--- config.mk ---
export PLATFORM = sky130hd
export DESIGN_NAME = fetch_redirect_unit
export DESIGN_NICKNAME = d
export VERILOG_FILES = /design/src/rtl/riscv_pkg.sv /design/src/rtl/if_id_skid.sv /design/src/rtl/fetch_redirect_unit.sv
export SDC_FILE = /design/constraint.sdc
export NUM_CORES = 1
export LEC_CHECK = 0
export CAP_MARGIN = 15
export CORE_AREA = 2 2 187 189
export CTS_CLUSTER_DIAMETER = 120
export DETAILED_ROUTE_END_ITERATION = 8
export DIE_AREA = 0 0 189 191
export GPL_TIMING_DRIVEN = 0
export PLACE_DENSITY = 0.58
export SLEW_MARGIN = 20
export SYNTH_ARGS = -nofsm -noshare
export SYNTH_HDL_FRONTEND = slang
export SYNTH_SLANG_ARGS = --single-unit
--- constraint.sdc ---
create_clock -name clk -period 3.1 [get_ports clk]
set_input_delay 0.62 -clock clk [delete_from_list [all_inputs] [get_ports clk]]
set_output_delay 0.62 -clock clk [all_outputs]
set_load 0.05 [all_outputs]
--- src/rtl/riscv_pkg.sv ---
// Shared definitions for the fetch front end.
//   XLEN          : datapath / address width
//   NOP_INSTR     : bubble encoding (addi x0,x0,0)
//   fetch_state_e : fetch FSM state encoding
package riscv_pkg;

  localparam int          XLEN      = 32;
  localparam logic [31:0] NOP_INSTR = 32'h0000_0013;

  // FETCH: a request may be issued.
  // WAIT : a live request is outstanding.
  // DROP : a stale request is outstanding and its data must be discarded.
  typedef enum logic [1:0] {
    FETCH = 2'd0,
    WAIT  = 2'd1,
    DROP  = 2'd2
  } fetch_state_e;

endpackage

--- src/rtl/if_id_skid.sv ---
// IF/ID pipeline register with a one-entry skid buffer.
// Ports:
//   clk_i, rst_ni            : clock, asynchronous active-low reset
//   flush_i                  : squash IF/ID to a bubble and empty the skid
//   stall_i                  : hold IF/ID; an arriving word is parked in the skid
//   in_valid_i/in_instr_i/in_pc_i : word delivered by the fetch FSM this cycle
//   full_o                   : skid holds a word
//   instr_o/pc_o/pc_plus4_o/valid_o : IF/ID register contents
module if_id_skid
  import riscv_pkg::*;
#(
  parameter int          XLEN = 32,
  parameter logic [31:0] NOP  = NOP_INSTR
) (
  input  logic            clk_i,
  input  logic            rst_ni,
  input  logic            flush_i,
  input  logic            stall_i,
  input  logic            in_valid_i,
  input  logic [31:0]     in_instr_i,
  input  logic [XLEN-1:0] in_pc_i,
  output logic            full_o,
  output logic [31:0]     instr_o,
  output logic [XLEN-1:0] pc_o,
  output logic [XLEN-1:0] pc_plus4_o,
  output logic            valid_o
);

  logic            skid_valid_q, skid_valid_d;
  logic [31:0]     skid_instr_q, skid_instr_d;
  logic [XLEN-1:0] skid_pc_q,    skid_pc_d;
  logic [31:0]     instr_q,      instr_d;
  logic [XLEN-1:0] pc_q,         pc_d;
  logic [XLEN-1:0] pc_plus4_q,   pc_plus4_d;
  logic            valid_q,      valid_d;

  // The fetch FSM never issues while the skid is full, so a new word and a
  // full skid never coincide; the skid always drains before new data lands.
  always_comb begin
    skid_valid_d = skid_valid_q;
    skid_instr_d = skid_instr_q;
    skid_pc_d    = skid_pc_q;
    instr_d      = instr_q;
    pc_d         = pc_q;
    pc_plus4_d   = pc_plus4_q;
    valid_d      = valid_q;
    if (flush_i) begin
      // Redirect wins over stall: everything fetched so far is wrong-path.
      skid_valid_d = 1'b0;
      valid_d      = 1'b0;
      instr_d      = NOP;
    end else if (stall_i) begin
      if (in_valid_i) begin
        skid_valid_d = 1'b1;
        skid_instr_d = in_instr_i;
        skid_pc_d    = in_pc_i;
      end
    end else if (skid_valid_q) begin
      skid_valid_d = 1'b0;
      instr_d      = skid_instr_q;
      pc_d         = skid_pc_q;
      pc_plus4_d   = skid_pc_q + XLEN'(4);
      valid_d      = 1'b1;
    end else if (in_valid_i) begin
      instr_d    = in_instr_i;
      pc_d       = in_pc_i;
      pc_plus4_d = in_pc_i + XLEN'(4);
      valid_d    = 1'b1;
    end else begin
      valid_d = 1'b0;
      instr_d = NOP;
    end
  end

  always_ff @(posedge clk_i or negedge rst_ni) begin
    if (!rst_ni) begin
      skid_valid_q <= 1'b0;
      skid_instr_q <= NOP;
      skid_pc_q    <= '0;
      instr_q      <= NOP;
      pc_q         <= '0;
      pc_plus4_q   <= XLEN'(4);
      valid_q      <= 1'b0;
    end else begin
      skid_valid_q <= skid_valid_d;
      skid_instr_q <= skid_instr_d;
      skid_pc_q    <= skid_pc_d;
      instr_q      <= instr_d;
      pc_q         <= pc_d;
      pc_plus4_q   <= pc_plus4_d;
      valid_q      <= valid_d;
    end
  end

  assign full_o      = skid_valid_q;
  assign instr_o     = instr_q;
  assign pc_o        = pc_q;
  assign pc_plus4_o  = pc_plus4_q;
  assign valid_o     = valid_q;

endmodule

--- src/rtl/fetch_redirect_unit.sv ---
// Instruction-fetch front end: PC register, single-outstanding imem requests,
// execute-stage redirect handling and the IF/ID register (via if_id_skid).
// Ports:
//   clk, rst_n          : clock, asynchronous active-low reset
//   PCSrc, PCTargetE    : execute redirect request and target
//   StallD              : hold IF/ID
//   imem_req/imem_addr  : fetch request and address (the PC register)
//   imem_gnt            : memory accepts the request
//   imem_rvalid/rdata   : in-order read response
//   InstrD/PCD/PCPlus4D/ValidD : IF/ID register
//   FlushE              : squash ID/EX (mirrors PCSrc)
//   dbg_state_o         : current fetch FSM state
//
// imem handshake: an address transfers on a cycle where imem_req and imem_gnt
// are both high; imem_req is never held waiting on anything but the FSM/skid,
// and exactly one imem_rvalid pulse follows each transfer, at least one cycle
// later.
module fetch_redirect_unit
  import riscv_pkg::*;
#(
  parameter int               XLEN     = riscv_pkg::XLEN,
  parameter logic [XLEN-1:0]  RESET_PC = '0,
  parameter logic [31:0]      NOP      = NOP_INSTR
) (
  input  logic            clk,
  input  logic            rst_n,
  input  logic            PCSrc,
  input  logic [XLEN-1:0] PCTargetE,
  input  logic            StallD,
  output logic            imem_req,
  output logic [XLEN-1:0] imem_addr,
  input  logic            imem_gnt,
  input  logic            imem_rvalid,
  input  logic [31:0]     imem_rdata,
  output logic [31:0]     InstrD,
  output logic [XLEN-1:0] PCD,
  output logic [XLEN-1:0] PCPlus4D,
  output logic            ValidD,
  output logic            FlushE,
  output fetch_state_e    dbg_state_o
);

  fetch_state_e    state_q, state_d;
  logic [XLEN-1:0] pc_q, pc_d;
  logic [XLEN-1:0] inflight_pc_q, inflight_pc_d;
  logic            skid_full;
  logic            accept;
  logic            deliver;
  logic [XLEN-1:0] target_aligned;

  assign target_aligned = {PCTargetE[XLEN-1:2], 2'b00};
  assign accept         = imem_req & imem_gnt;

  // State register, PC and in-flight address.
  always_ff @(posedge clk or negedge rst_n) begin
    if (!rst_n) begin
      state_q       <= FETCH;
      pc_q          <= RESET_PC;
      inflight_pc_q <= RESET_PC;
    end else begin
      state_q       <= state_d;
      pc_q          <= pc_d;
      inflight_pc_q <= inflight_pc_d;
    end
  end

  // Next-state logic. A redirect turns any outstanding request into a stale
  // one; if the response arrives in the redirect cycle itself it is simply
  // not delivered and nothing stale remains.
  always_comb begin
    state_d       = state_q;
    pc_d          = pc_q;
    inflight_pc_d = inflight_pc_q;
    case (state_q)
      FETCH: begin
        if (accept) begin
          inflight_pc_d = pc_q;
          pc_d          = pc_q + XLEN'(4);
          state_d       = PCSrc ? DROP : WAIT;
        end
      end
      WAIT: begin
        if (imem_rvalid) state_d = FETCH;
        else if (PCSrc)  state_d = DROP;
      end
      DROP: begin
        if (imem_rvalid) state_d = FETCH;
      end
      default: state_d = FETCH;
    endcase
    if (PCSrc) pc_d = target_aligned;
  end

  // Outputs. imem_req is gated by rst_n so nothing is requested during reset.
  always_comb begin
    imem_req = rst_n && (state_q == FETCH) && !skid_full;
    deliver  = (state_q == WAIT) && imem_rvalid && !PCSrc;
  end

  assign imem_addr   = pc_q;
  assign FlushE      = PCSrc;
  assign dbg_state_o = state_q;

  if_id_skid #(
    .XLEN (XLEN),
    .NOP  (NOP)
  ) u_if_id (
    .clk_i      (clk),
    .rst_ni     (rst_n),
    .flush_i    (PCSrc),
    .stall_i    (StallD),
    .in_valid_i (deliver),
    .in_instr_i (imem_rdata),
    .in_pc_i    (inflight_pc_q),
    .full_o     (skid_full),
    .instr_o    (InstrD),
    .pc_o       (PCD),
    .pc_plus4_o (PCPlus4D),
    .valid_o    (ValidD)
  );

endmodule

**After elaboration in Yosys (flattened, before gate mapping)**

Cells that the tools add are included.

- Register bits: 228
- Input port bits: 70
- Logic and storage cells: 62

- $add $sub $neg: 3
- Eq/ne operators: 7
- Muxes and demuxes: 24
- Bitwise logic cells: 3
- Reductions and logical operators: 15

Operators with widths:

| kind | count |
|---|---|
| 32-bit 2-to-1 mux | 11 |
| 32-bit by 3-bit adder with 32-bit output, second input constant | 3 |
| 2-bit 2-to-1 mux | 5 |
| 3-bit AND reduction | 3 |
| 1-bit 2-to-1 mux | 7 |
| 2-bit inequality test, second input constant | 3 |
| 2-bit case mux with 3 select lines | 1 |
| 2-bit nonzero test | 3 |
| 1-bit logical AND | 4 |
| 2-bit AND reduction | 2 |
| 3-bit by 2-bit inequality test with 1-bit output, second input constant | 1 |
| 3-bit inequality test, second input constant | 1 |
| 2-bit by 1-bit equality test with 1-bit output, second input constant | 1 |
| 2-bit equality test, second input constant | 1 |
| 1-bit logical NOT | 2 |
| 2-bit logical NOT | 1 |
| 1-bit inverter | 2 |
| 1-bit AND | 1 |

**Longest topological paths before layout**

Gate-level depths: netlist (run 1).

- Depth after elaboration: 7
- Depth in mapped cells: 10
- Depth with buffers taken out: 7

**Modules after synthesis**

From an unflattened synthesis (run 1), not the netlist that was laid out.

- Cells, all modules: 985
- Area, all modules: 10456.3 um^2

By module, submodules not included:

| module | times used | cells an instance | area an instance (um^2) | sequential area each (um^2) |
|---|---|---|---|---|
| if_id_skid | 1 | 703 | 7454.6 | 4012.6 |
| fetch_redirect_unit | 1 | 282 | 3001.6 | 1551.5 |

**Least setup slack after synthesis (run 1)**

No wires, ideal clock.

- Kind: register to register
- From: register state_q[1] (netlist: dbg_state_o[1])
- To: register pc_q[25] (netlist: imem_addr[25])
- Library setup time: 0.130 ns
- Data arrival time: 2.402 ns
- Path slack: 0.569 ns
- Stages on the path, launching flop included: 7
- Clock period less this slack: 2.531 ns
- Path through: dfrtp_1 > nor4b_4 > nand3_1 > buf_2 > nor4_1 > xnor2_1 > o21ai_1

- Longest elaborated chain between the ends: 6
- Elaborated cells between the ends (all ways): 7
- Classes of those cells: bitwise: 1; reduce/logical: 6

RTL lines:

| what | line | source |
|---|---|---|
| start, declared | fetch_redirect_unit.sv:43 | `fetch_state_e state_q, state_d;` |
| start signal, assigned | fetch_redirect_unit.sv:61 | `state_q <= state_d;` |
| 2-bit logical NOT | fetch_redirect_unit.sv:96 | `imem_req = rst_n && (state_q == FETCH) && !skid_full;` |
| 1-bit logical AND (2 in a row) | fetch_redirect_unit.sv:96 |  |
| named net imem_req | fetch_redirect_unit.sv:30 | `output logic imem_req,` |
| 1-bit AND | fetch_redirect_unit.sv:52 | `assign accept = imem_req & imem_gnt;` |
| 2-bit nonzero test (no source line) | - |  |
| 2-bit AND reduction (no source line) | - |  |
| end signal, assigned | fetch_redirect_unit.sv:62 | `pc_q <= pc_d;` |
| end, declared | fetch_redirect_unit.sv:44 | `logic [XLEN-1:0] pc_q, pc_d;` |

The timed path passes the listed nets, and every way through them passes these cells.
A chain may end at the register's enable or synchronous reset.

**Worst setup path in the final report (run 1)**

- From: input PCSrc
- To: output FlushE

RTL lines:

| what | line | source |
|---|---|---|
| start, declared | fetch_redirect_unit.sv:27 | `input logic PCSrc,` |
| end, declared | fetch_redirect_unit.sv:39 | `output logic FlushE,` |

No word-level cell between the ends.

==> results of run 1 <==
[what timing repair did]
action / 4_1_cts / 5_1_grt
endpoints found under the hold margin: 0 / 80
resized for setup: 6 / 5
setup buffers: 1 / 0
pin swaps: 0 / 0
hold buffers: 0 / 2
setup endpoints to repair: 29 / 8
cloned: 1 / 1
[registers in the layout, indices dropped and copies added (netlist names)]
register and cells:
dbg_state_o 2, imem_addr 30, inflight_pc_q 30, u_if_id.full_o 1, u_if_id.instr_o 32, u_if_id.pc_o 30, u_if_id.pc_plus4_o 30, u_if_id.skid_instr_q 32
u_if_id.skid_pc_q 30, u_if_id.valid_o 1
[metrics by stage]
| stage | hold WS, ps | cell area, um^2 |
|---|---|---|
| 3_3_place_gp | 462.3 | 12950 |
| 5_1_grt | 56.50 | 14050 |
| 6_report | 47.87 | 14050 |
| 2_1_floorplan | 324.4 | 10450 |
| 4_1_cts | 1.612 | 13970 |
| 3_5_place_dp | 465.3 | 13010 |
[cell usage in the layout, fill, tap and decap left out, types with 30 or more instances in the layout]
cell type	count
sky130_fd_sc_hd__a221oi_1	30
sky130_fd_sc_hd__clkbuf_1	39
sky130_fd_sc_hd__clkdlybuf4s50_1	191
sky130_fd_sc_hd__dfrtp_1	210
sky130_fd_sc_hd__mux2_2	92
sky130_fd_sc_hd__nand2_1	121
sky130_fd_sc_hd__nor2b_1	31
sky130_fd_sc_hd__nor3_1	40
sky130_fd_sc_hd__o21ai_0	75
sky130_fd_sc_hd__xnor2_1	38
[Yosys cell counts (2+ instances only)]
| cell | count | area (um^2) |
|---|---|---|
| sky130_fd_sc_hd__nand3_2 | 4 | 40.04 |
| sky130_fd_sc_hd__and2_1 | 2 | 12.51 |
| sky130_fd_sc_hd__o21ai_0 | 75 | 375.4 |
| sky130_fd_sc_hd__nand4_1 | 7 | 43.79 |
| sky130_fd_sc_hd__a21oi_1 | 11 | 55.05 |
| sky130_fd_sc_hd__dfrtp_1 | 211 | 5280 |
| sky130_fd_sc_hd__o31ai_1 | 10 | 75.07 |
| sky130_fd_sc_hd__o21ai_1 | 5 | 25.02 |
| sky130_fd_sc_hd__nor2_1 | 20 | 75.07 |
| sky130_fd_sc_hd__nor4_2 | 3 | 37.54 |
| sky130_fd_sc_hd__nand2b_1 | 3 | 18.77 |
| sky130_fd_sc_hd__buf_2 | 17 | 85.08 |
| sky130_fd_sc_hd__a22oi_4 | 2 | 42.54 |
| sky130_fd_sc_hd__nand3_1 | 28 | 140.1 |
| sky130_fd_sc_hd__a221oi_4 | 2 | 52.55 |
| sky130_fd_sc_hd__xnor2_1 | 38 | 332.8 |
| sky130_fd_sc_hd__nand4b_1 | 3 | 26.28 |
| sky130_fd_sc_hd__nand3b_1 | 7 | 52.55 |
| sky130_fd_sc_hd__nor4_1 | 16 | 100.1 |
| sky130_fd_sc_hd__ha_1 | 2 | 25.02 |
| sky130_fd_sc_hd__o2111ai_1 | 2 | 17.52 |
| sky130_fd_sc_hd__nand2_1 | 121 | 454.2 |
| sky130_fd_sc_hd__and3_1 | 8 | 50.05 |
| sky130_fd_sc_hd__o21a_1 | 2 | 15.01 |
| sky130_fd_sc_hd__nor3_1 | 40 | 200.2 |
| sky130_fd_sc_hd__dfstp_2 | 7 | 183.9 |
| sky130_fd_sc_hd__or4_1 | 2 | 15.01 |
| sky130_fd_sc_hd__mux2_2 | 92 | 1036 |
| sky130_fd_sc_hd__o31a_1 | 7 | 61.31 |
| sky130_fd_sc_hd__mux2i_1 | 28 | 280.3 |
| sky130_fd_sc_hd__buf_6 | 3 | 33.78 |
| sky130_fd_sc_hd__inv_1 | 11 | 41.29 |
| sky130_fd_sc_hd__buf_4 | 8 | 60.06 |
| sky130_fd_sc_hd__clkbuf_1 | 35 | 131.4 |
| sky130_fd_sc_hd__a221oi_1 | 30 | 262.8 |
| sky130_fd_sc_hd__nor2b_1 | 31 | 193.9 |
| sky130_fd_sc_hd__o311ai_0 | 2 | 17.52 |
| sky130_fd_sc_hd__xor2_1 | 6 | 52.55 |
| sky130_fd_sc_hd__nand4_2 | 6 | 75.07 |
| sky130_fd_sc_hd__a21o_1 | 5 | 37.54 |
| sky130_fd_sc_hd__and4_1 | 3 | 26.28 |
[cell families (layout without fill, tap and decap cells)]
logic type | count (synthesis) | after routing | share of synthesized area
AO/OA/AOI/OAI | 166 | 166 | 0.1105
XOR/XNOR | 44 | 44 | 0.03695
adder cells (fa/ha/maj) | 2 | 2 | 0.002399
buffers and inverters | 76 | 320 | 0.03599
flip-flops | 218 | 218 | 0.5239
multiplexers | 121 | 121 | 0.1275
other | 1 | 7 | 0.0003595
AND/OR/NAND/NOR | 315 | 315 | 0.1624
[critical path, stage by stage]
cell and delay, ps:
sky130_fd_sc_hd__clkdlybuf4s50_1 820, sky130_fd_sc_hd__buf_4 200, sky130_fd_sc_hd__clkdlybuf4s50_1 790
[where the power goes]
part	leakage [nW]	switching (mW)	internal [mW]	total (mW)
Combinational	2.59	2.14	1.29	3.43
Clock	0.443	1.18	2.05	3.23
Sequential	2.78	0.626	3.54	4.16
Total	5.82	3.95	6.88	10.8
[path summary, 6_finish.rpt]
kind                                     endpoint  cells past startpoint              from
max in group asynchronous            imem_addr[7]                      2             rst_n
min in group clk                 u_if_id.pc_o[27]                      1  u_if_id.pc_o[27]
max                                        FlushE                      3             PCSrc
min                        u_if_id.pc_plus4_o[31]                      2             rst_n
max reg2reg                u_if_id.pc_plus4_o[22]                     10    u_if_id.full_o
min reg2reg                      u_if_id.pc_o[27]                      1  u_if_id.pc_o[27]
[routing by layer]
layer  wire, um  track usage  up-vias
met4        678      0.04567        0
met1      14820       0.2463     4060
met5          0            0        -
met2      14290       0.2671      191
li1           -            -     3846
met3       1403      0.02772       37
[cell type report]
type                       count  area, um^2  share of cell area
sequential                   218        5465              0.3890
multi-input combinational    654        4626              0.3293
timing repair buffer         200        2108              0.1501
clock buffer                  37       740.7             0.05273
tap                          455       569.3             0.04052
buffer                        65       335.3             0.02387
clock inverter                 7       160.2             0.01140
inverter                      11       41.29            0.002939
antenna                        1       2.502           0.0001781
==> impl_metrics.py, run 1 <==
metrics = {
    "sta": {
        "setup_total_negative_slack_ps": 0,
        "fin_worst_skew_ps": 28.86,
        "fin_crit_ps": 3048,
        "final-max-slew-violation-count": 0,
        "setup_violations": 0,
        "timing_hold_violations_final": 0,
        "grt_setup_unrepaired": "false",
        "achievable-frequency_mhz": 328.1,
        "tightestPinTransition_ps": 892.9,
        "post-route-worst-setup-slack_ps": 51.91,
        "final_min_period_over_clock_period": 0.9833,
        "worst_slew_margin_rel": 0.3877,
    },
    "cts": {
        "cts_buffers": 24,
        "clock_sinks": 218,
        "htree_num_levels": 1,
        "clk_transition_reported_paths_ps": 60,
        "tritoncts": "yes",
        "cts-root-buf": "sky130_fd_sc_hd__clkbuf_16",
        "worstSkewPairLatency_ps": 530,
        "clk_path_buf_depth": 3,
    },
    "synthesis": {
        "synth.avg_cell_area_um2": 11.06,
        "synthCells": 943,
        "yosys.cell_types.count": 69,
        "synth_edf_count": 0,
        "ys.warnings.count": 0,
        "ys.flop_type": "sky130_fd_sc_hd__dfrtp_1",
        "postSynthRegisterBits": 218,
        "synth-seq-area-share": 0.5239,
        "ffs_w_async_s_r_synth": 1.000,
        "synthesis.area_mm2": 0.01043,
    },
    "setup_path": {
        "timing.critical_path.required_ps": 2480,
        "arrival_ps": 2430,
        "timing.critical_path.from_type": "input pin",
        "timing.critical_path.to_type": "primary output",
        "criticalPathCategory": "in2out",
        "path_max_fanout": 7,
        "regToRegSetupSlack_ps": 300,
    },
    "floorplan": {
        "top_level_ports": 203,
        "placement_rows": 68,
        "die-width_um": 189,
        "floorplan.initialDensity": 0.3057,
        "design.core.area_mm2": 0.03412,
        "die-height_um": 191,
        "die-area_mm2": 0.03610,
    },
    "final_layout": {
        "utilization": 0.4118,
        "finish.net_count": 1246,
        "area_growth_syn_to_layout_pct": 34.69,
        "layout-drive-gt1-share": 0.1745,
        "fillCellCount": 3277,
        "fin_cells": 1648,
    },
    "pwr": {
        "powerDensity_mw_per_mm2": 770.5,
        "p_leak_nw": 5.818,
        "total_power_mw": 10.82,
        "irDropWorstVdd_uv": 426.4,
    },
    "place": {
        "place.detailed.instances": 1598,
        "numPortBuffers": 193,
        "hpwlAfterDp_um": 23060,
        "pre_cts_ws_ps": -924.5,
        "routabilityCongestion": 0.8260,
    },
    "grt": {
        "grt_first_pass_wirelength_um": 48680,
        "antenna_found_initial": 0,
        "gr-usage-all-layers": 0.1713,
        "overflow": 0,
        "grt_start_max_net_pins": 82,
        "grt_pass1_vias": 8165,
    },
    "detailed_routing": {
        "remaining_drc_errors": 0,
        "first_pass_iters": 5,
        "postRouteAntennaNets": 0,
        "routedWlPerCell_um": 18.93,
        "post_drt_via_cell_ratio": 4.936,
        "drt_first_iter_violations": 485,
        "finalWirelength_um": 31200,
        "dr_total_vias": 8134,
    },
    "job": {
        "max_cap_viol_count": 0,
    },
    "run_status": {
        "run_status": "complete, no violations",
    },
    "hold_path": {
        "worstHoldPathType": "in2async",
    },
}
(Power assumes the default switching activity.)
==> run 2: changes to the inputs <==
--- a/config.mk
+++ b/config.mk
@@ -12,7 +12,6 @@
 export DIE_AREA = 0 0 189 191
 export GPL_TIMING_DRIVEN = 0
 export PLACE_DENSITY = 0.58
-export SLEW_MARGIN = 20
 export SYNTH_ARGS = -nofsm -noshare
 export SYNTH_HDL_FRONTEND = slang
 export SYNTH_SLANG_ARGS = --single-unit
==> run 2 against run 1 <==
Clock skew is 3.3 ps lower. Sequential power hardly changed. Core utilization is 0.077 points higher. Clock power is 7.1% higher. Critical path type unchanged. First-iteration DRC count is 3.1% higher. Worst setup slack better by 2.0 ps. Critical endpoint unchanged. Global-route usage is 0.11 points lower. Critical path depth stayed put. Die area stayed put. Sequential cell count stayed put. Total power is 2.0% higher.
==> impl_metrics.py, run 2 (synthesis gave the netlist of run 1 again) <==
metrics = {
    "run_status": {
        "run_status": "complete, no violations",
    },
    "setup_path": {
        "cpMostUsedCell": "sky130_fd_sc_hd__clkdlybuf4s50_1",
        "timing.critical_path.from_type": "input pin",
        "timing.critical_path.to_type": "primary output",
        "arrival_ps": 2430,
        "path_cells": "clkdlybuf4s50_1 > buf_4 > clkdlybuf4s50_1",
        "cpPeakStageDelay_ps": 810,
        "path_max_fanout": 7,
        "worst_path_max_delay_cell": "sky130_fd_sc_hd__clkdlybuf4s50_1",
        "timing.critical_path.required_ps": 2480,
        "worstReg2RegStart": "u_if_id.full_o",
        "critPathLaunch": "PCSrc",
        "criticalPathCategory": "in2out",
    },
    "sta": {
        "worst_slew_margin_rel": 0.3919,
        "tightestPinTransition_ps": 886.8,
        "fin_crit_ps": 3046,
        "achievable-frequency_mhz": 328.3,
        "fin_worst_skew_ps": 25.57,
        "timing_hold_violations_final": 0,
        "setup_total_negative_slack_ps": 0,
        "post-route-worst-setup-slack_ps": 53.92,
        "hold_slack_ps": 108.8,
        "setup_violations": 0,
        "final-max-slew-violation-count": 0,
        "final_min_period_over_clock_period": 0.9826,
        "grt_setup_unrepaired": "false",
    },
    "cts": {
        "htree_num_levels": 1,
        "clock_sinks": 218,
        "clk_path_buf_depth": 3,
        "cts-root-buf": "sky130_fd_sc_hd__clkbuf_16",
        "tritoncts": "yes",
        "worstSkewPairLatency_ps": 530,
        "cts_buffers": 26,
        "clk_transition_reported_paths_ps": 60,
    },
    "grt": {
        "antenna_found_initial": 1,
        "overflow": 0,
        "grt_pass1_vias": 8119,
        "gr-usage-all-layers": 0.1702,
        "grt_start_max_net_pins": 84,
        "grt_first_pass_wirelength_um": 48350,
    },
    "final_layout": {
        "utilization": 0.4125,
        "fillCellCount": 3291,
        "finish.net_count": 1246,
        "postLayoutCellArea_mm2": 0.01407,
        "layout.cells.most_common_list": "sky130_fd_sc_hd__dfrtp_1, sky130_fd_sc_hd__clkdlybuf4s50_1, sky130_fd_sc_hd__nand2_1, sky130_fd_sc_hd__mux2_2, sky130_fd_sc_hd__o21ai_0",
        "fin_cells": 1650,
        "layout-drive-gt1-share": 0.1759,
        "area_growth_syn_to_layout_pct": 34.94,
        "layout_commonest_cell": "sky130_fd_sc_hd__dfrtp_1",
    },
    "place": {
        "routabilityCongestion": 0.8260,
        "place.detailed.instances": 1598,
        "total_placed_instance_area_mm2": 0.01301,
        "hpwlAfterDp_um": 23040,
        "pre_cts_ws_ps": -781.1,
        "numPortBuffers": 193,
    },
    "pwr": {
        "irDropWorstVdd_uv": 425.3,
        "p_leak_nw": 5.837,
        "total_power_mw": 11.04,
        "powerDensity_mw_per_mm2": 784.3,
    },
    "detailed_routing": {
        "post_drt_via_cell_ratio": 4.908,
        "routedWlPerCell_um": 18.73,
        "postRouteAntennaNets": 0,
        "remaining_drc_errors": 0,
        "drt_first_iter_violations": 500,
        "first_pass_iters": 6,
        "finalWirelength_um": 30900,
        "dr_total_vias": 8099,
    },
    "floorplan": {
        "die-height_um": 191,
        "design.core.area_mm2": 0.03412,
        "top_level_ports": 203,
        "placement_rows": 68,
        "floorplan.initialDensity": 0.3057,
        "die-area_mm2": 0.03610,
        "die-width_um": 189,
    },
    "job": {
        "max_cap_viol_count": 0,
    },
    "hold_path": {
        "worstHoldPathType": "in2async",
    },
}
==> run 2: cell count changes in the layout (fill, tap and decap cells not counted) <==
| cell | previous run | this run |
|---|---|---|
| sky130_fd_sc_hd__bufinv_16 | 5 | 6 |
| sky130_fd_sc_hd__inv_8 | 0 | 1 |
| sky130_fd_sc_hd__clkinv_2 | 2 | 3 |
| sky130_fd_sc_hd__buf_16 | 4 | 2 |
| sky130_fd_sc_hd__clkbuf_16 | 26 | 27 |
| sky130_fd_sc_hd__dfrtp_1 | 210 | 211 |
| sky130_fd_sc_hd__clkbuf_1 | 39 | 38 |
| sky130_fd_sc_hd__dfrtp_2 | 1 | 0 |
| sky130_fd_sc_hd__buf_8 | 0 | 1 |
==> run 2: repair_timing <==
item | 4_1_cts | 5_1_grt
setup endpoints to repair | 6 | 7
endpoints found under the hold margin | 19 | 0
gates cloned | 1 | 0
setup buffers | 1 | 0
hold buffers | 1 | 0
resized for setup | 4 | 4
==> run 2: where the power goes <==
part           internal [mW]  total (mW)  switching (mW)  leakage [nW]
Sequential              3.54        4.16           0.626          2.79
Clock                   2.26        3.46            1.20         0.490
Combinational           1.28        3.42            2.14          2.56
Total                   7.07        11.0            3.97          5.84
==> run 2: final timing paths <==
kind | cells after the start | endpoint | slack (ps)
setup / recovery | 3 | FlushE | 50
hold / removal | 2 | u_if_id.pc_plus4_o[6] | 110
setup reg to reg | 10 | u_if_id.pc_plus4_o[30] | 200
hold reg to reg | 1 | u_if_id.pc_o[27] | 470
max in group asynchronous | 2 | imem_addr[7] | 1750
min in group clk | 1 | u_if_id.pc_o[27] | 470
==> run 2: area by class of cell <==
type	instances	area, um^2	area share
multi-input cells	654	4626	0.3287
plain buffers	65	335.3	0.02382
repair buffers	198	2043	0.1452
clock inverters	10	206.4	0.01467
flip-flops and latches	218	5464	0.3882
diodes	1	2.502	0.0001778
clock buffers	38	787.0	0.05592
well taps	455	569.3	0.04045
inverters	11	41.29	0.002934
==> run 2: worst max-delay path: cells and delay by family <==
family,cells,cell delay [ps]
buf+inv,3,1800
==> run 2: routing by layer <==
metal  up-vias  routed length, um  share of wire  track usage
li1       3864                  -              -            -
met1      4004              14760           0.48       0.2467
met2       194              13920           0.45       0.2650
met3        37               1615          0.052      0.02552
met4         0                607          0.020      0.04447
met5         -                  0              0            0
==> run 3: changes to the inputs <==
--- a/config.mk
+++ b/config.mk
@@ -12,6 +12,7 @@
 export DIE_AREA = 0 0 189 191
 export GPL_TIMING_DRIVEN = 0
 export PLACE_DENSITY = 0.58
+export SLEW_MARGIN = 20
 export SYNTH_ARGS = -nofsm -noshare
 export SYNTH_HDL_FRONTEND = slang
 export SYNTH_SLANG_ARGS = --single-unit
==> results of run 3 <==
The final DEF is identical to that of run 1; final timing and power are the same.
==> patch 1 (config.mk and constraints of run 1) <==
`XLEN` is set to 32 in 2 places; all go to 36.
--- a/src/rtl/riscv_pkg.sv
+++ b/src/rtl/riscv_pkg.sv
@@ -4,7 +4,7 @@
 //   fetch_state_e : fetch FSM state encoding
 package riscv_pkg;
 
-  localparam int          XLEN      = 32;
+  localparam int          XLEN      = 36;
   localparam logic [31:0] NOP_INSTR = 32'h0000_0013;
 
   // FETCH: a request may be issued.
--- a/src/rtl/if_id_skid.sv
+++ b/src/rtl/if_id_skid.sv
@@ -9,7 +9,7 @@
 module if_id_skid
   import riscv_pkg::*;
 #(
-  parameter int          XLEN = 32,
+  parameter int          XLEN = 36,
   parameter logic [31:0] NOP  = NOP_INSTR
 ) (
   input  logic            clk_i,
Ports: changed (resized PCD, PCPlus4D, PCTargetE and imem_addr); port bits go from 203 to 219. No check against the original RTL was run, so the function may have changed too.
==> patch 1 against run 1 <==
Sequential cell count rose by 20. Sequential share of layout area increased by 1.4 points. Design area rose by 5.4%. Total power increased by 10%. Global-route usage up 1.0 points. Setup slack improved by 0.16 ns. Cell count rose by 5.3%. Combinational power up 15%. Routed wire length grew 6.0%. Area after synthesis is 6.0% higher. Clock power increased by 6%.
==> patch 1: results (changes against run 1) <==
inverters=12 (+1); Worst VDD drop=0.617 mV (+45%); CTS Sinks=238 (+9.2%); multi-input logic area=4770 sq um (+3.2%); CP max-delay cell=buf_1; reg2reg path depth=11 (+1); n_diodes=0 (-1); switching share of power=0.373 (+0.00867); wire length on met3=1780 microns (+27%); synth cell count leaders=231 x dfrtp_1, 133 x nand2_1, 101 x mux2_2, 89 x o21ai_0, 51 x clkbuf_1; PortBufs=208 (+7.8%); CP Max Fanout=10 (+3); ClkCell Share=0.0639 (-0.000236); Num CTS Buffers=27 (+13%); pre-CTS WS=-0.863 ns (+0.0611 ns); Final Cell Area=14800 sq um (+5.4%); Combinational Power Share=0.329 (+0.012); met1 WL=15900 microns (+7.3%); worst stage delay on the critical path=0.56 ns (-0.26 ns); Final period util=0.933 (-0.0505); crit path DAT=3.29 ns (+0.86 ns); largest net degree at the start of global routing=98 (+20%); Worst Hold Slack=0.0117 ns (-0.0362 ns); final std cells w/o fill=1735 (+5.3%); drt total wl=33100 microns (+6.0%); first-pass GRT wire length=51700 microns (+6.1%); count of different cell masters after synthesis=52 (-25%); Final #Nets=1336 (+7.2%); Syn Inst Count=1014 (+7.5%); Seq area share=0.403 (+0.0139); #MultiIn Comb=697 (+6.6%); Synth Cell Area=11100 sq um (+6.0%); sequential fraction of the synthesis area=0.539 (+0.0155); Reg power frac=0.385 (about the same); setup repair bufs after CTS=2 (+1); met2 WL=14900 microns (+4.1%); share of cells above drive strength 1=0.148 (-0.0268); vias in the first global route=8614 (+5.5%); Initial DRC Count=553 (+14%); status=finished, final reports clean; top cells by area, synth=dfrtp_1 52%, mux2_2 10%, nand2_1 4.5%, o21ai_0 4.0%, mux2i_1 3.4%; GPL Wtd Cong=0.835 (+1.1%); placed wire-length estimate=24800 microns (+7.6%); Non-clock buffers=284 (+7.2%); worst r2r dst=u_if_id.pc_plus4_o[28]; critical path endpoint=u_if_id.skid_pc_q[8]; signal buffers share of area=0.169 (-0.00458)
patch 1: changes by cell type after synthesis, moves of 9 or more:
| cell | change |
|---|---|
| nand4_1 | +9 |
| mux2_2 | +9 |
| nand2_1 | +12 |
| dfrtp_1 | +20 |
| clkbuf_1 | +16 |
| mux2i_1 | +10 |
| o21ai_0 | +14 |
patch 1: kinds of logic (layout without fill, tap and decap cells):
| group | after synthesis | in the layout | synth area share |
|---|---|---|---|
| simple gates | 331 | 331 | 0.151 |
| flops | 238 | 238 | 0.539 |
| compound gates | 173 | 173 | 0.101 |
| mux | 139 | 139 | 0.137 |
| buf+inv | 84 | 345 | 0.0324 |
| xor+xnor | 46 | 46 | 0.0364 |
| fa+ha+maj | 2 | 2 | 0.00226 |
| other cells | 1 | 6 | 0.000339 |
patch 1: routing by layer:
metal  vias to the layer above  global-route usage
met1                      4316               0.269
met3                        29              0.0281
met2                       252               0.281
met5                         -                   0
met4                         0              0.0376
li1                       4131                   -
==> patch 2 (config.mk and constraints of run 1) <==
Without the edit above. Take the reset off `pc_q` and load it in a clocked block of its own.
--- a/src/rtl/if_id_skid.sv
+++ b/src/rtl/if_id_skid.sv
@@ -78,7 +78,6 @@
       skid_instr_q <= NOP;
       skid_pc_q    <= '0;
       instr_q      <= NOP;
-      pc_q         <= '0;
       pc_plus4_q   <= XLEN'(4);
       valid_q      <= 1'b0;
     end else begin
@@ -86,10 +85,13 @@
       skid_instr_q <= skid_instr_d;
       skid_pc_q    <= skid_pc_d;
       instr_q      <= instr_d;
-      pc_q         <= pc_d;
       pc_plus4_q   <= pc_plus4_d;
       valid_q      <= valid_d;
     end
+  end
+
+  always_ff @(posedge clk_i) begin
+    pc_q <= pc_d;
   end
 
   assign full_o      = skid_valid_q;
Behaviour: differs if rst_n is asserted again (counterexample within 4 cycles, from zero or initial values and one cycle with rst_n low); with rst_n held inactive, the same outputs for 4 cycles.
==> patch 2 against run 1 <==
Critical path depth grew 7. Setup slack better by 0.16 ns. Cell count shrank 4.4%. Total power fell by 11%. Sequential share of layout area increased by 2.4 points. Area after synthesis shrank 3.5%. Design area down 3.2%. Routed wire length down 6.1%. Global-route usage fell by 1.2 points. Clock skew hardly changed. Sequential cell count unchanged. Via count is 4.8% lower. Largest cell class unchanged. Largest power group unchanged. Highest routed layer unchanged.
==> patch 2: results (changes against run 1) <==
DP Cell Count=1526 (-4.5%); first-pass GRT wire length=45100 microns (-7.3%); internal reg-to-reg setup slack=0.21 ns (-0.09 ns); Worst slew margin=0.541 (+0.154); XOR/XNOR share of the synthesized area=0.0374 (+0.000476); Final #Nets=1172 (-5.9%); final std cells w/o fill=1575 (-4.4%); status=finished, final reports clean; CP Max Fanout=28 (+21); wire length on met3=1490 microns (+5.8%); Num CTS Buffers=25 (+4.2%); share of cells above drive strength 1=0.173 (-0.00113); sequential fraction of the synthesis area=0.558 (+0.0340); pre-CTS WS=-0.845 ns (+0.0791 ns); largest net degree at the start of global routing=74 (-9.8%); GR Util All Layers=0.159 (-0.0122); count of different cell masters after synthesis=55 (-20%); Avg Inst Size Synth=11.6 sq um (+4.7%); met2 WL=13200 microns (-7.6%); via count=7746 (-4.8%); Initial DRC Count=417 (-14%); P_int=6.42 mW (-6.7%); worst stage delay on the critical path=0.40 ns (-0.42 ns); mux contribution to synthesized area=0.132 (+0.00440); number of enable flip-flop cells after synthesis=30 (+30); synth cell count leaders=181 x dfrtp_1, 109 x mux2_2, 102 x nand2_1, 49 x o21ai_0, 37 x nor3_1; WL/cell=18.6 microns (-1.7%); leak pwr=5.51 nW (-5.2%); CP top delay family=compound AO/OA/AOI/OAI gates; Clock Skew=0.0289 ns (-0.000000800 ns); vias in the first global route=7630 (-6.6%); post-synthesis compound-gate area fraction=0.0833 (-0.0272); met1 WL=13800 microns (-6.7%); FFs w/ async S/R, synth=0.862 (-0.138); Final period util=0.931 (-0.0520); top cells by area, synth=dfrtp_1 45%, mux2_2 12%, edfxtp_1 9.0%, nand2_1 3.8%, a221oi_1 2.5%; Worst VDD drop=0.386 mV (-9.5%); PortBufs=194 (+0.52%); Critical Path Source=u_if_id.full_o; placed wire-length estimate=21800 microns (-5.4%); initial antenna violation count=1 (+1); # fillers=3267 (-0.31%)
patch 2: changes by cell type after synthesis, sizes merged, moves of 7 or more:
cell    change
buf         -7
mux2       +17
dfrtp      -30
mux2i      -19
nand2      -20
edfxtp     +30
xor2       +10
o21ai      -30
nor4        -8
xnor2      -11
patch 2: metrics by stage:
step	TNS (ns)	hold WS (ns)	utilization	cell area (sq um)
floorplan	0	0.324	-	10100
global placement	-1745.79	0.472	0.369	12600
detailed placement	-13.31	0.474	0.372	12700
CTS	0	0.0346	0.398	13600
global route	0	0.0629	0.399	13600
finish	0	0.0226	0.399	13600
patch 2: worst min path at each step:
stage / startpoint / to / slack [ns] / cells after the start
2_1_floorplan: rst_n / dbg_state_o[0] / 0.32 / 0
3_3_place_gp: u_if_id.pc_plus4_o[7] / u_if_id.pc_plus4_o[7] / 0.47 / 2
3_5_place_dp: u_if_id.pc_plus4_o[25] / u_if_id.pc_plus4_o[25] / 0.47 / 2
4_1_cts: rst_n / imem_addr[13] / 0.03 / 1
5_1_grt: rst_n / imem_addr[13] / 0.06 / 1
6_report: rst_n / imem_addr[13] / 0.02 / 1
patch 2: power groups by stage:
stage | sequential, mW | combinational (mW) | clock (mW)
3_5_place_dp | 4.01 | 2.38 | 0
4_1_cts | 3.96 | 2.39 | 3.32
5_1_grt | 4.03 | 2.54 | 3.45
3_3_place_gp | 4.00 | 2.34 | 0
6_report | 3.97 | 2.37 | 3.24
2_1_floorplan | 4.53 | 0.877 | 0
patch 2: repair_timing:
action | CTS | global route
setup buffers | 1 | 3
endpoints found under the hold margin | 0 | 0
pin swaps | 1 | 1
hold buffers | 0 | 0
endpoints found under the setup margin | 12 | 3
gates resized for setup | 2 | 2
patch 2: worst reg2reg max path, delay by kind of cell (launching register included):
family / cells / cell delay [ns]
buf+inv: 3 / 0.63
compound gates: 3 / 0.86
flops: 1 / 0.34
fa+ha+maj: 1 / 0.31
mux: 1 / 0.28
simple gates: 2 / 0.39
patch 2: cell type report:
type,count,share of cell area
Sequential cell,218,0.413
Clock buffer,28,0.0475
Buffer,54,0.0195
Inverter,14,0.00386
Multi-Input combinational cell,586,0.305
Antenna cell,1,0.000184
Clock inverter,18,0.0186
Timing Repair Buffer,201,0.151
Tap cell,455,0.0418
patch 2: layer usage:
| metal | vias to the layer above | track usage |
|---|---|---|
| li1 | 3632 | - |
| met1 | 3845 | 0.230 |
| met2 | 218 | 0.245 |
| met3 | 51 | 0.0240 |
| met4 | 0 | 0.0475 |
| met5 | - | 0 |
patch 2: logic make-up after synthesis:
family,count (synthesis)
adders and majority gates,2
other,1
buffers and inverters,70
and+or+nand+nor,293
muxes,119
DFF,218
xor gates and xnor gates,43
AOI/OAI and AO/OA,123
